$ cat src/rtl/seg_serial_shifter.sv
// Serialises a packed seven-segment pattern onto the board's external shift-register
// chain: one start pulse shifts WIDTH bits MSB-first, then pulses the latch enable.
module seg_serial_shifter #(
  parameter int WIDTH = 64,
  parameter int DIV   = 2
) (
  input  logic             CLK,
  input  logic             Reset,
  input  logic             start,
  input  logic [WIDTH-1:0] data,
  output logic             busy,
  output logic             done,
  output logic             SEGLED_CLK,
  output logic             SEGLED_DO,
  output logic             SEGLED_CLR,
  output logic             SEGLED_PEN
);

  localparam int CW = 8;
  localparam int BW = $clog2(WIDTH + 1);

  typedef enum logic [1:0] {IDLE, SH_LO, SH_HI, LATCH} state_t;

  state_t           state, state_nxt;
  logic [CW-1:0]    div_cnt;
  logic [BW-1:0]    bit_cnt;
  logic [WIDTH-1:0] shreg;
  logic [WIDTH-1:0] shreg_shl;
  logic             seg_do;
  logic             done_r;
  logic             clr_r;
  logic             phase_end;
  logic             last_bit;

  assign phase_end = (div_cnt == CW'(DIV - 1));
  assign last_bit  = (bit_cnt == BW'(WIDTH - 1));
  assign shreg_shl = shreg << 1;

  always_ff @(posedge CLK or posedge Reset) begin
    if (Reset) state <= IDLE;
    else       state <= state_nxt;
  end

  always_comb begin
    state_nxt = state;
    case (state)
      IDLE:    if (start)     state_nxt = SH_LO;
      SH_LO:   if (phase_end) state_nxt = SH_HI;
      SH_HI:   if (phase_end) state_nxt = last_bit ? LATCH : SH_LO;
      LATCH:   if (phase_end) state_nxt = IDLE;
      default: state_nxt = IDLE;
    endcase
  end

  // DO is loaded on entry to SH_LO so it is already settled a full phase before the
  // rising SEGLED_CLK edge and is held through the whole high phase.
  always_ff @(posedge CLK or posedge Reset) begin
    if (Reset) begin
      div_cnt <= '0;
      bit_cnt <= '0;
      shreg   <= '0;
      seg_do  <= 1'b0;
      done_r  <= 1'b0;
      clr_r   <= 1'b0;
    end else begin
      clr_r  <= 1'b1;
      done_r <= (state == LATCH) && phase_end;

      if ((state_nxt != state) || (state == IDLE)) div_cnt <= '0;
      else                                           div_cnt <= div_cnt + CW'(1);

      if ((state == IDLE) && start) begin
        shreg   <= data;
        bit_cnt <= '0;
        seg_do  <= data[WIDTH-1];
      end else if ((state == SH_HI) && phase_end) begin
        shreg   <= shreg_shl;
        bit_cnt <= bit_cnt + BW'(1);
        if (!last_bit) seg_do <= shreg_shl[WIDTH-1];
      end
    end
  end

  assign busy       = (state != IDLE);
  assign done       = done_r;
  assign SEGLED_CLK = (state == SH_HI);
  assign SEGLED_PEN = (state == LATCH);
  assign SEGLED_DO  = seg_do;
  assign SEGLED_CLR = clr_r;

endmodule

$ cat config.mk
export PLATFORM = sky130hd
export DESIGN_NAME = seg_serial_shifter
export DESIGN_NICKNAME = d
export VERILOG_FILES = /design/src/rtl/seg_serial_shifter.sv
export SDC_FILE = /design/constraint.sdc
export NUM_CORES = 1
export LEC_CHECK = 0
export CAP_MARGIN = 20
export CORE_MARGIN = 10
export CORE_UTILIZATION = 35
export CTS_CLUSTER_DIAMETER = 200
export CTS_CLUSTER_SIZE = 28
export DETAILED_ROUTE_END_ITERATION = 7
export HOLD_SLACK_MARGIN = 0.03
export PLACE_DENSITY_LB_ADDON = 0.3
export SLEW_MARGIN = 30
export SYNTH_ARGS = -nofsm -noshare
export SYNTH_HDL_FRONTEND = slang
export SYNTH_SLANG_ARGS = --single-unit
$ cat constraint.sdc
create_clock -name CLK -period 8.4 [get_ports CLK]
set_input_delay 1.68 -clock CLK [delete_from_list [all_inputs] [get_ports CLK]]
set_output_delay 1.68 -clock CLK [all_outputs]
set_load 0.05 [all_outputs]
==> impl_results.md, run 1 <==
- Cts hold-fix bufs: 0
- Post-route antenna net violation count: 0
- Post-synth ARST share: 100.0%
- Critical path startpoint category: flip-flop
- Global-route wire length before repair: 14,100 um
- Placer Congestion: 0.7459
- Worst path bufs/invs: 1
- Nets: 504
- WS Path Type: reg -> out
- Hold Slack: 478.7 ps
- Initial antenna violation count: 0
- Simple-gate share of the synthesized area: 20.69%
- Worst r2r path cells: 6
- Rel. slew slack: 50.72%
- Die width: 121.6 um
- CTS tree: done
- Hold depth: 2
- Clock Latency Late Sink: 350 ps
- Final Hold Fails: 0
- Top-Level Pins: 73
- Data required time of the worst path: between 6000 and 7000 ps
- Status: complete, no violations
- FF-to-FF Start: div_cnt[1]
- FP Rows: 37
- Yosys top cell by area: dfrtp_1
- Critical Path Start: state[1]
- Residual DRC: 0
- Crit path max-delay family: buffers and inverters
- Multiplexer area fraction after synthesis: 0.2773%
- Maximum Capacitance Violations: 0
- Post-Place Cells: 559
- Port Buffers: between 70 and 80
- Setup ws final: 4653 ps
- Final period util: ~45%
- DRT iter0 DRCs: 220
- DR WL/cell: 14.46 um
- Leak Pwr: 0.002172 uW
- Clock tree sinks: 83
- Grt total ovfl: 0
- Post-synth EDFFs: 0
- Slowest CP cell: clkdlybuf4s50_1
- CTS buffer count: 9
- Die area: ~15,000 um2
- FF-to-FF setup slack: 6060 ps
- Top-area cell type share of the netlist area: 57.54%
- Sequential-to-total area share from yosys stat: 57.54%
- Crit-path max cell delay: 880 ps
- Layout cells sized above 1: 6.378%
- Number of diodes: 0
- Fin Setup TNS: 0 ps
- Starting Density: 35.44%
- Overall Global Routing Usage: a little under an eighth
- Drt pass-1 iters: 4
- Compound-Gate Fraction of Synth Area: 15.36%
- Post-Synthesis Cells: 369
- CP Cell Sequence: nor2b_2, clkdlybuf4s50_1
- DIE HEIGHT: around 120 um
- Worst path arrival time: 2070 ps
- Slew Viols, Final: 0
- Synth Area in Adders: 1.040%
- Layout area overhead: 28.87%
- Core Box Area: roughly 10,000 um2
- R2R Path End: SEGLED_DO
- Leading cell type in the layout, fill and taps excluded: nand2_1
- Worst-path clk slew: 80 ps
- Largest net degree at the start of global routing: 84
- Pwr Total: between 1000 and 1500 uW
- Power per cell area: 300.1 nW/um2
- Combinational family with the most area after synthesis: simple AND/OR/NAND/NOR gates
- Achievable frequency: 0.2669 GHz
- Worst vdd ir: 0.0001075 V
- Seq cells post-synth: 83
- Post-DP HPWL: between 5000 and 6000 um
- Hold path startpoint: shreg[8]
- Net Count, Synth: 439
- CP max FO: 6
- Synthesized cell area: 3610 um2
- Main synth FF type: dfrtp_1
- Post-CTS Resized: 0
- Worst slew pin tran: 739.2 ps
- CTS Root Cell: clkbuf_8
- Htree depth: 3
- DRT Wirelength: 8313 um
- Hold crit path type: reg -> reg
- Syn Area/Cell: 9.782 um2
- Post-Synth XOR/XNOR Area: a little under 2%
- Setup bufs post-CTS: 0
- Worst setup EP type: primary output
- Finished Layout Cells: 575
- Vias in the first global route: 2,915
- Via count: 2,791
- Vias per cell: just under 5
- Number of distinct library cells after synthesis: 38
- Highest-count cells in the layout ignoring fill and taps: nand2_1, dfrtp_1, clkdlybuf4s50_1
- Synth warn: 0
- Sink of the worst hold path: shreg[8]
- Post-route minimum period: ~3700 ps
- Clk_skew: about 11 ps
- # setup viols final: 0
- RSZ-0062 raised after global routing: no
- CTS max path bufs: 2
- Largest cells by area after synthesis: dfrtp_1, nand2_1, a22oi_1
- Place WS: 4322 ps
## metal layers
layer | global-route usage [%] | vias up | share of wire [%]
met1 | 15.29 | 1316 | 46
met5 | 0 | - | 0
met2 | 17.59 | 70 | 47
met4 | 3.130 | 0 | 0.94
met3 | 3.978 | 8 | 6.0
li1 | - | 1397 | -
## flip-flops by register name (all words and copies together), names as in the netlist
signal,flops
shreg,63
div_cnt,8
bit_cnt,7
state,2
SEGLED_CLR,1
SEGLED_DO,1
done,1
## synth_stat cells (4+ instances only)
master,number
a22oi_1,58
and3_1,7
buf_2,10
clkbuf_1,10
dfrtp_1,83
inv_1,4
nand2_1,130
nand3_1,6
nor2_1,13
o21ai_0,4
xnor2_1,4
xor2_1,4
## cell type report
class | count | area [um2]
fill | 1004 | 5533
sequential | 83 | 2077
tap | 136 | 170.2
clock inverter | 6 | 65.06
clock buffer | 10 | 127.6
inverter | 4 | 16.27
multi-input combinational | 261 | 1449
timing repair buffer | 75 | 747.0
## worst min-delay path: cells and delay by family (launching register included)
family           cells  cell delay, ps
DFF                  1             350
and+or+nand+nor      2             110
## report_power, final
group	internal [uW]	switching [uW]
sequential	561	96.6
clock	138	141
combinational	182	276
total	882	514
## worst max-delay path by stage
stage / end / slack (ps) / cells past startpoint
finish: SEGLED_CLK / 4650 / 2
global route: shreg[33] / 4520 / 7
CTS: SEGLED_CLK / 4620 / 2
detailed placement: shreg[33] / 4320 / 7
global placement: state[0] / 4330 / 6
floorplan: SEGLED_CLR / 4580 / 1
## cell families after synthesis
| kind of cell | after synthesis |
|---|---|
| flip-flops | 83 |
| XOR/XNOR | 8 |
| multiplexers | 1 |
| buffers and inverters | 25 |
| adder cells (fa/ha/maj) | 3 |
| AO/OA/AOI/OAI | 76 |
| AND/OR/NAND/NOR | 172 |
| other | 1 |
## metrics by stage
stage / area, um2 / utilization (%)
6_report: 4652 / 45.68
5_1_grt: 4652 / 45.68
4_1_cts: 4652 / 45.68
3_5_place_dp: 4459 / 43.78
3_3_place_gp: 4452 / 43.71
2_1_floorplan: 3610 / -
(Power assumes the default switching activity.)
==> run 2: changes to the inputs <==
Clock period 8.4 ns to 3.6 ns, I/O delays scaled along.
==> run 2 against run 1 <==
Via count rose by 3.0%. Critical path depth stayed put. First-iteration DRC count fell by 16%. Critical path type unchanged. Flip-flop and latch count is the same. Wire length rose by 2.3%. Global-route usage rose by 0.19 points.
==> impl_results.md, run 2 (synthesis gave the netlist of run 1 again) <==
- Placer Congestion: 0.7651 (+2.6%)
- Global-route wire length before repair: 14,250 um (+1.0%)
- WS Path Type: reg -> out
- Top reg by flops: shreg
- Layout cells sized above 1: 7.449% (+1.1 points)
- Place WS: 1020 ps (-3302 ps)
- CTS buffer count: 9 (unchanged)
- Vias in the first global route: 2,927 (+0.41%)
- Setup bufs post-CTS: 0 (unchanged)
- Rel. slew slack: 47.33% (-3.4 points)
- DIE HEIGHT: 121.6 um (unchanged)
- Die width: 121.6 um (unchanged)
- Status: complete, no violations
- Core Box Area: 10,180 um2 (unchanged)
- Slew Viols, Final: 0 (unchanged)
- Max reg flops: 63 (unchanged)
- Layout area overhead: 29.43%
- Vias per cell: 4.965 (+2.3%)
- Leak Pwr: 0.002187 uW (+0.72%)
- Maximum Capacitance Violations: 0 (unchanged)
- Highest-count cells in the layout ignoring fill and taps: nand2_1, dfrtp_1, clkdlybuf4s50_1
- Post-CTS Resized: 0 (unchanged)
- Overall Global Routing Usage: 11.73% (+0.19 points)
- Top-Level Pins: 73 (unchanged)
- Worst slew pin tran: 790.1 ps (+50.85 ps)
- Final period util: 76.45%
- Number of diodes: 0 (unchanged)
- CTS tree: done
- Post-route antenna net violation count: 0 (unchanged)
- Largest regs: shreg x63, div_cnt x8, bit_cnt x7
- # fillers: 978 (-2.6%)
- Worst vdd ir: 0.0002891 V (+170%)
- Htree depth: 3 (unchanged)
- CTS max path bufs: 2 (unchanged)
- Post-route minimum period: between 2000 and 3000 ps
- Nets: 508 (+0.79%)
- Worst-path clk slew: 90 ps (about the same)
- Clock tree sinks: 83 (unchanged)
- Residual DRC: 0 (unchanged)
- DR WL/cell: 14.68 um (+1.6%)
- Initial antenna violation count: 0 (unchanged)
- Grt total ovfl: 0 (unchanged)
- Hold crit path type: reg -> reg
- Fin Setup TNS: 0 ps (unchanged)
- Drt pass-1 iters: 5 (+1)
- Port Buffers: 72 (unchanged)
- Clock Latency Late Sink: 350 ps (about the same)
- Achievable frequency: 0.3634 GHz
- Clk_skew: 11.09 ps (+0.1247 ps)
- Worst setup EP type: primary output
- Fin area: 4672 um2 (+0.43%)
- Cts hold-fix bufs: 0 (unchanged)
- Final Hold Fails: 0 (unchanged)
- Largest net degree at the start of global routing: 71 (-15%)
- DRT Wirelength: 8502 um (+2.3%)
- Worst path arrival time: 2030 ps (-40 ps)
- Starting Density: 35.44% (unchanged)
- CTS Root Cell: clkbuf_8
- Leading cell type in the layout, fill and taps excluded: nand2_1
- DRT iter0 DRCs: 184 (-16%)
- Die area: 14,780 um2 (unchanged)
- Critical path startpoint category: flip-flop
- Post-DP HPWL: 5900 um (+7.6%)
- RSZ-0062 raised after global routing: no
- DP Area: 4482 um2 (+0.51%)
- FF/Latch Area: 2077 um2 (unchanged)
- # setup viols final: 0 (unchanged)
- CP max FO: 6 (unchanged)
- Pwr Total: 3266 uW (+130%)
- Setup ws final: 847.9 ps (-3805 ps)
- FP Rows: 37 (unchanged)
- Area of the multi-input gates: 1445 um2 (-0.26%)
- Power per cell area: 699.1 nW/um2 (+130%)
- Data required time of the worst path: 2880 ps (-3840 ps)
- Via count: 2,875 (+3.0%)
==> run 2: changes by cell type in the layout (fill, tap and decap cells not counted) <==
cell,delta
buf_6,-1
clkinvlp_4,+1
inv_8,+3
clkbuf_1,-1
clkinv_4,-1
buf_4,+5
and3_2,+1
and3_4,-1
clkinv_2,-2
inv_6,+1
bufinv_16,-1
==> run 2: stage by stage <==
step | hold slack (ps) | utilization, % | instances
6_report | 479.6 | 45.87 | 579
4_1_cts | 486.0 | 45.87 | 579
3_3_place_gp | 458.1 | 44.00 | 563
2_1_floorplan | 446.8 | - | 369
5_1_grt | 497.5 | 45.87 | 579
3_5_place_dp | 463.1 | 44.00 | 563
==> run 2: power breakdown <==
group	switching, uW	leakage, uW	total [uW]	internal [uW]
sequential	229	0.00105	1540	1310
clock	378	0.0000922	647	270
combinational	646	0.00105	1080	435
total	1250	0.00219	3270	2010
==> run 2: critical path, cell delays in order, from the launching register on <==
cell	delay (ps)
dfrtp_1	470
nor2b_2	350
clkdlybuf4s50_1	870
==> run 2: per-layer routing <==
layer	routed length [um]	global-route usage, %
met1	4075	16.10
met2	3833	17.29
met3	555	4.117
met4	38	2.906
met5	0	0
==> run 2: worst paths after layout <==
path / start / endpoint / slack, ps / cells after the start
max in group asynchronous: Reset / shreg[15] / 2130 / 3
min: shreg[31] / shreg[31] / 480 / 2
min reg2reg: shreg[31] / shreg[31] / 480 / 2
max reg2reg: div_cnt[1] / shreg[36] / 1150 / 7
min in group asynchronous: Reset / shreg[17] / 700 / 2
max: state[1] / SEGLED_CLK / 850 / 2
==> run 2: final cells by class <==
| type | count | share of cell area (%) |
|---|---|---|
| Clock inverter | 7 | 1.419 |
| Timing Repair Buffer | 79 | 16.55 |
| Clock buffer | 9 | 2.651 |
| Sequential cell | 83 | 44.46 |
| Tap cell | 136 | 3.642 |
| Multi-Input combinational cell | 261 | 30.93 |
| Inverter | 4 | 0.3482 |
==> run 3: changes to the inputs <==
Clock period 3.6 ns to 2.9 ns, I/O delays scaled along.
==> run 3 against run 2 <==
Combinational power grew 29%. Global-route usage grew 0.19 points. Sequential power rose by 24%. Critical endpoint unchanged. Non-clock buffer count is 2 higher. Critical path type unchanged. Highest routed layer unchanged. Setup slack worse by 550 ps. Worst hold slack hardly changed. Die area is the same. Largest cell class unchanged. Clock-buffer cell count is 2 higher. Clock power up 31%. First-iteration DRC count fell by 32%. Utilization increased by 0.77 points. Clock skew is 2.7 ps lower.
==> impl_results.md, run 3 (synthesis gave the netlist of run 1 again) <==
- Finished Layout Cells: 581 (+0.35%)
- CP endpoint: SEGLED_CLK
- Critical path startpoint category: flip-flop
- CTS max path bufs: 2 (unchanged)
- Post-route minimum period: 2598 ps
- Clk_skew: 8.361 ps (-2.724 ps)
- DRT iter0 DRCs: 125 (-32%)
- Post-Place Cells: 565 (+0.36%)
- Worst vdd ir: 0.0003216 V (+11%)
- Die width: 121.6 um (unchanged)
- Achievable frequency: 0.3848 GHz
- Rel. slew slack: 62.73% (+15 points)
- Max reg flops: 63 (unchanged)
- Data required time of the worst path: 2320 ps (-560 ps)
- Grt total ovfl: 0 (unchanged)
- Leak Pwr: 0.002214 uW (+1.2%)
- Htree depth: 3 (unchanged)
- Post-CTS Resized: 0 (unchanged)
- Number of diodes: 0 (unchanged)
- Area of the multi-input gates: 1445 um2 (unchanged)
- Port Buffers: 72 (unchanged)
- GR Layer Usage met2: 17.66% (+0.37 points)
- Highest-count cells in the layout ignoring fill and taps: nand2_1, dfrtp_1, clkdlybuf4s50_1
- Worst setup EP type: primary output
- Pwr Total: 4139 uW (+27%)
- Clock Latency Late Sink: 350 ps (about the same)
- R2R Path End: bit_cnt[5]
- CTS Root Cell: clkbuf_8
- # setup viols final: 0 (unchanged)
- Vias per cell: 4.917 (-0.97%)
- Starting Density: 35.44% (unchanged)
- RSZ-0062 raised after global routing: no
- Layout cells sized above 1: 7.640% (+0.19 points)
- Worst path arrival time: 2020 ps (about the same)
- FP Rows: 37 (unchanged)
- Top-Level Pins: 73 (unchanged)
- CTS buffer count: 9 (unchanged)
- Leading cell type in the layout, fill and taps excluded: nand2_1
- Status: complete, no violations
- Placer Congestion: 0.7443 (-2.7%)
- Final period util: 89.60%
- Vias in the first global route: 2,943 (+0.55%)
- FF-to-FF setup slack: 690 ps (-460 ps)
- Clock tree sinks: 83 (unchanged)
- Die area: 14,780 um2 (unchanged)
- Layout area overhead: 31.61%
- Maximum Capacitance Violations: 0 (unchanged)
- Hold Slack: 479.3 ps (-0.3260 ps)
- DIE HEIGHT: 121.6 um (unchanged)
- Largest net degree at the start of global routing: 43 (-39%)
- Post-DP HPWL: 5845 um (-0.94%)
- Slew Viols, Final: 0 (unchanged)
- Worst slew pin tran: 559.1 ps (-231.0 ps)
- Top reg by flops: shreg
- Drt pass-1 iters: 4 (-1)
- Final Hold Fails: 0 (unchanged)
- Largest regs: shreg x63, div_cnt x8, bit_cnt x7
- Worst-path clk slew: 80 ps (about the same)
- CTS tree: done
- Critical Path Start: state[1]
- Via count: 2,857 (-0.63%)
- Core Box Area: 10,180 um2 (unchanged)
- Nets: 510 (+0.39%)
- Setup bufs post-CTS: 0 (unchanged)
- Cts hold-fix bufs: 0 (unchanged)
- CP max FO: 6 (unchanged)
- Residual DRC: 0 (unchanged)
- Post-route antenna net violation count: 0 (unchanged)
- # fillers: 1,019 (+4.2%)
- GRT Max-Usage Layer: met2
- Worst r2r path cells: 6 (-1)
- Global-route wire length before repair: 14,500 um (+1.7%)
- Initial antenna violation count: 0 (unchanged)
- Met3 usage: 3.700% (-0.42 points)
- Overall Global Routing Usage: 11.92% (+0.19 points)
- WS Path Type: reg -> out
- Fin Setup TNS: 0 ps (unchanged)
- FF/Latch Area: 2077 um2 (unchanged)
- DRT Wirelength: 8554 um (+0.61%)
- Power per cell area: 871.3 nW/um2 (+25%)
- FF-to-FF Start: div_cnt[1]
- GRT met1 Usage: 16.25% (+0.14 points)
- DR WL/cell: 14.72 um (+0.27%)
- Hold crit path type: reg -> reg
run 3: cell types whose count changed in the layout (fill, tap and decap cells not counted), sizes merged:
cell	before	now
inv	8	3
buf	7	9
clkbuf	9	11
clkinv	1	3
bufinv	0	1
run 3: power by group:
part           total (uW)  switching, uW  leakage, uW  internal (uW)
Combinational        1390            816      0.00107            570
Clock                 845            420    0.0000957            425
Sequential           1910            282      0.00105           1630
Total                4140           1520      0.00221           2620
run 3: layout make-up:
type	count	area share, %
Sequential cell	83	43.72
Clock inverter	5	1.317
Clock buffer	11	2.976
Tap cell	136	3.582
Inverter	4	0.3424
Timing Repair Buffer	81	17.65
Multi-Input combinational cell	261	30.42
run 3: routing by layer:
metal | vias up | part of all wire (%) | routed length [um]
met3 | 7 | 6.0 | 516
met2 | 71 | 44 | 3766
met5 | - | 0 | 0
li1 | 1411 | - | -
met1 | 1368 | 49 | 4193
met4 | 0 | 0.91 | 78
run 3: critical path: stages, from the launching register on:
cell and delay [ps]:
dfrtp_1 450, nor2b_2 350, clkdlybuf4s50_1 870
run 3: per-stage QoR:
step	utilization [%]	area (um2)	worst slack, ps
after CTS	46.65	4751	280.9
after global routing	46.65	4751	203.5
after detailed placement	44.64	4547	649.5
final	46.65	4751	301.6
after global placement	44.64	4547	680.5
after floorplan	-	3610	183.2
run 3: worst min-delay path by stage:
stage / from / cells past startpoint / end
floorplan: shreg[60] / 2 / shreg[60]
global placement: shreg[37] / 2 / shreg[37]
detailed placement: shreg[59] / 2 / shreg[59]
CTS: shreg[59] / 2 / shreg[59]
global route: shreg[59] / 2 / shreg[59]
finish: shreg[51] / 2 / shreg[51]
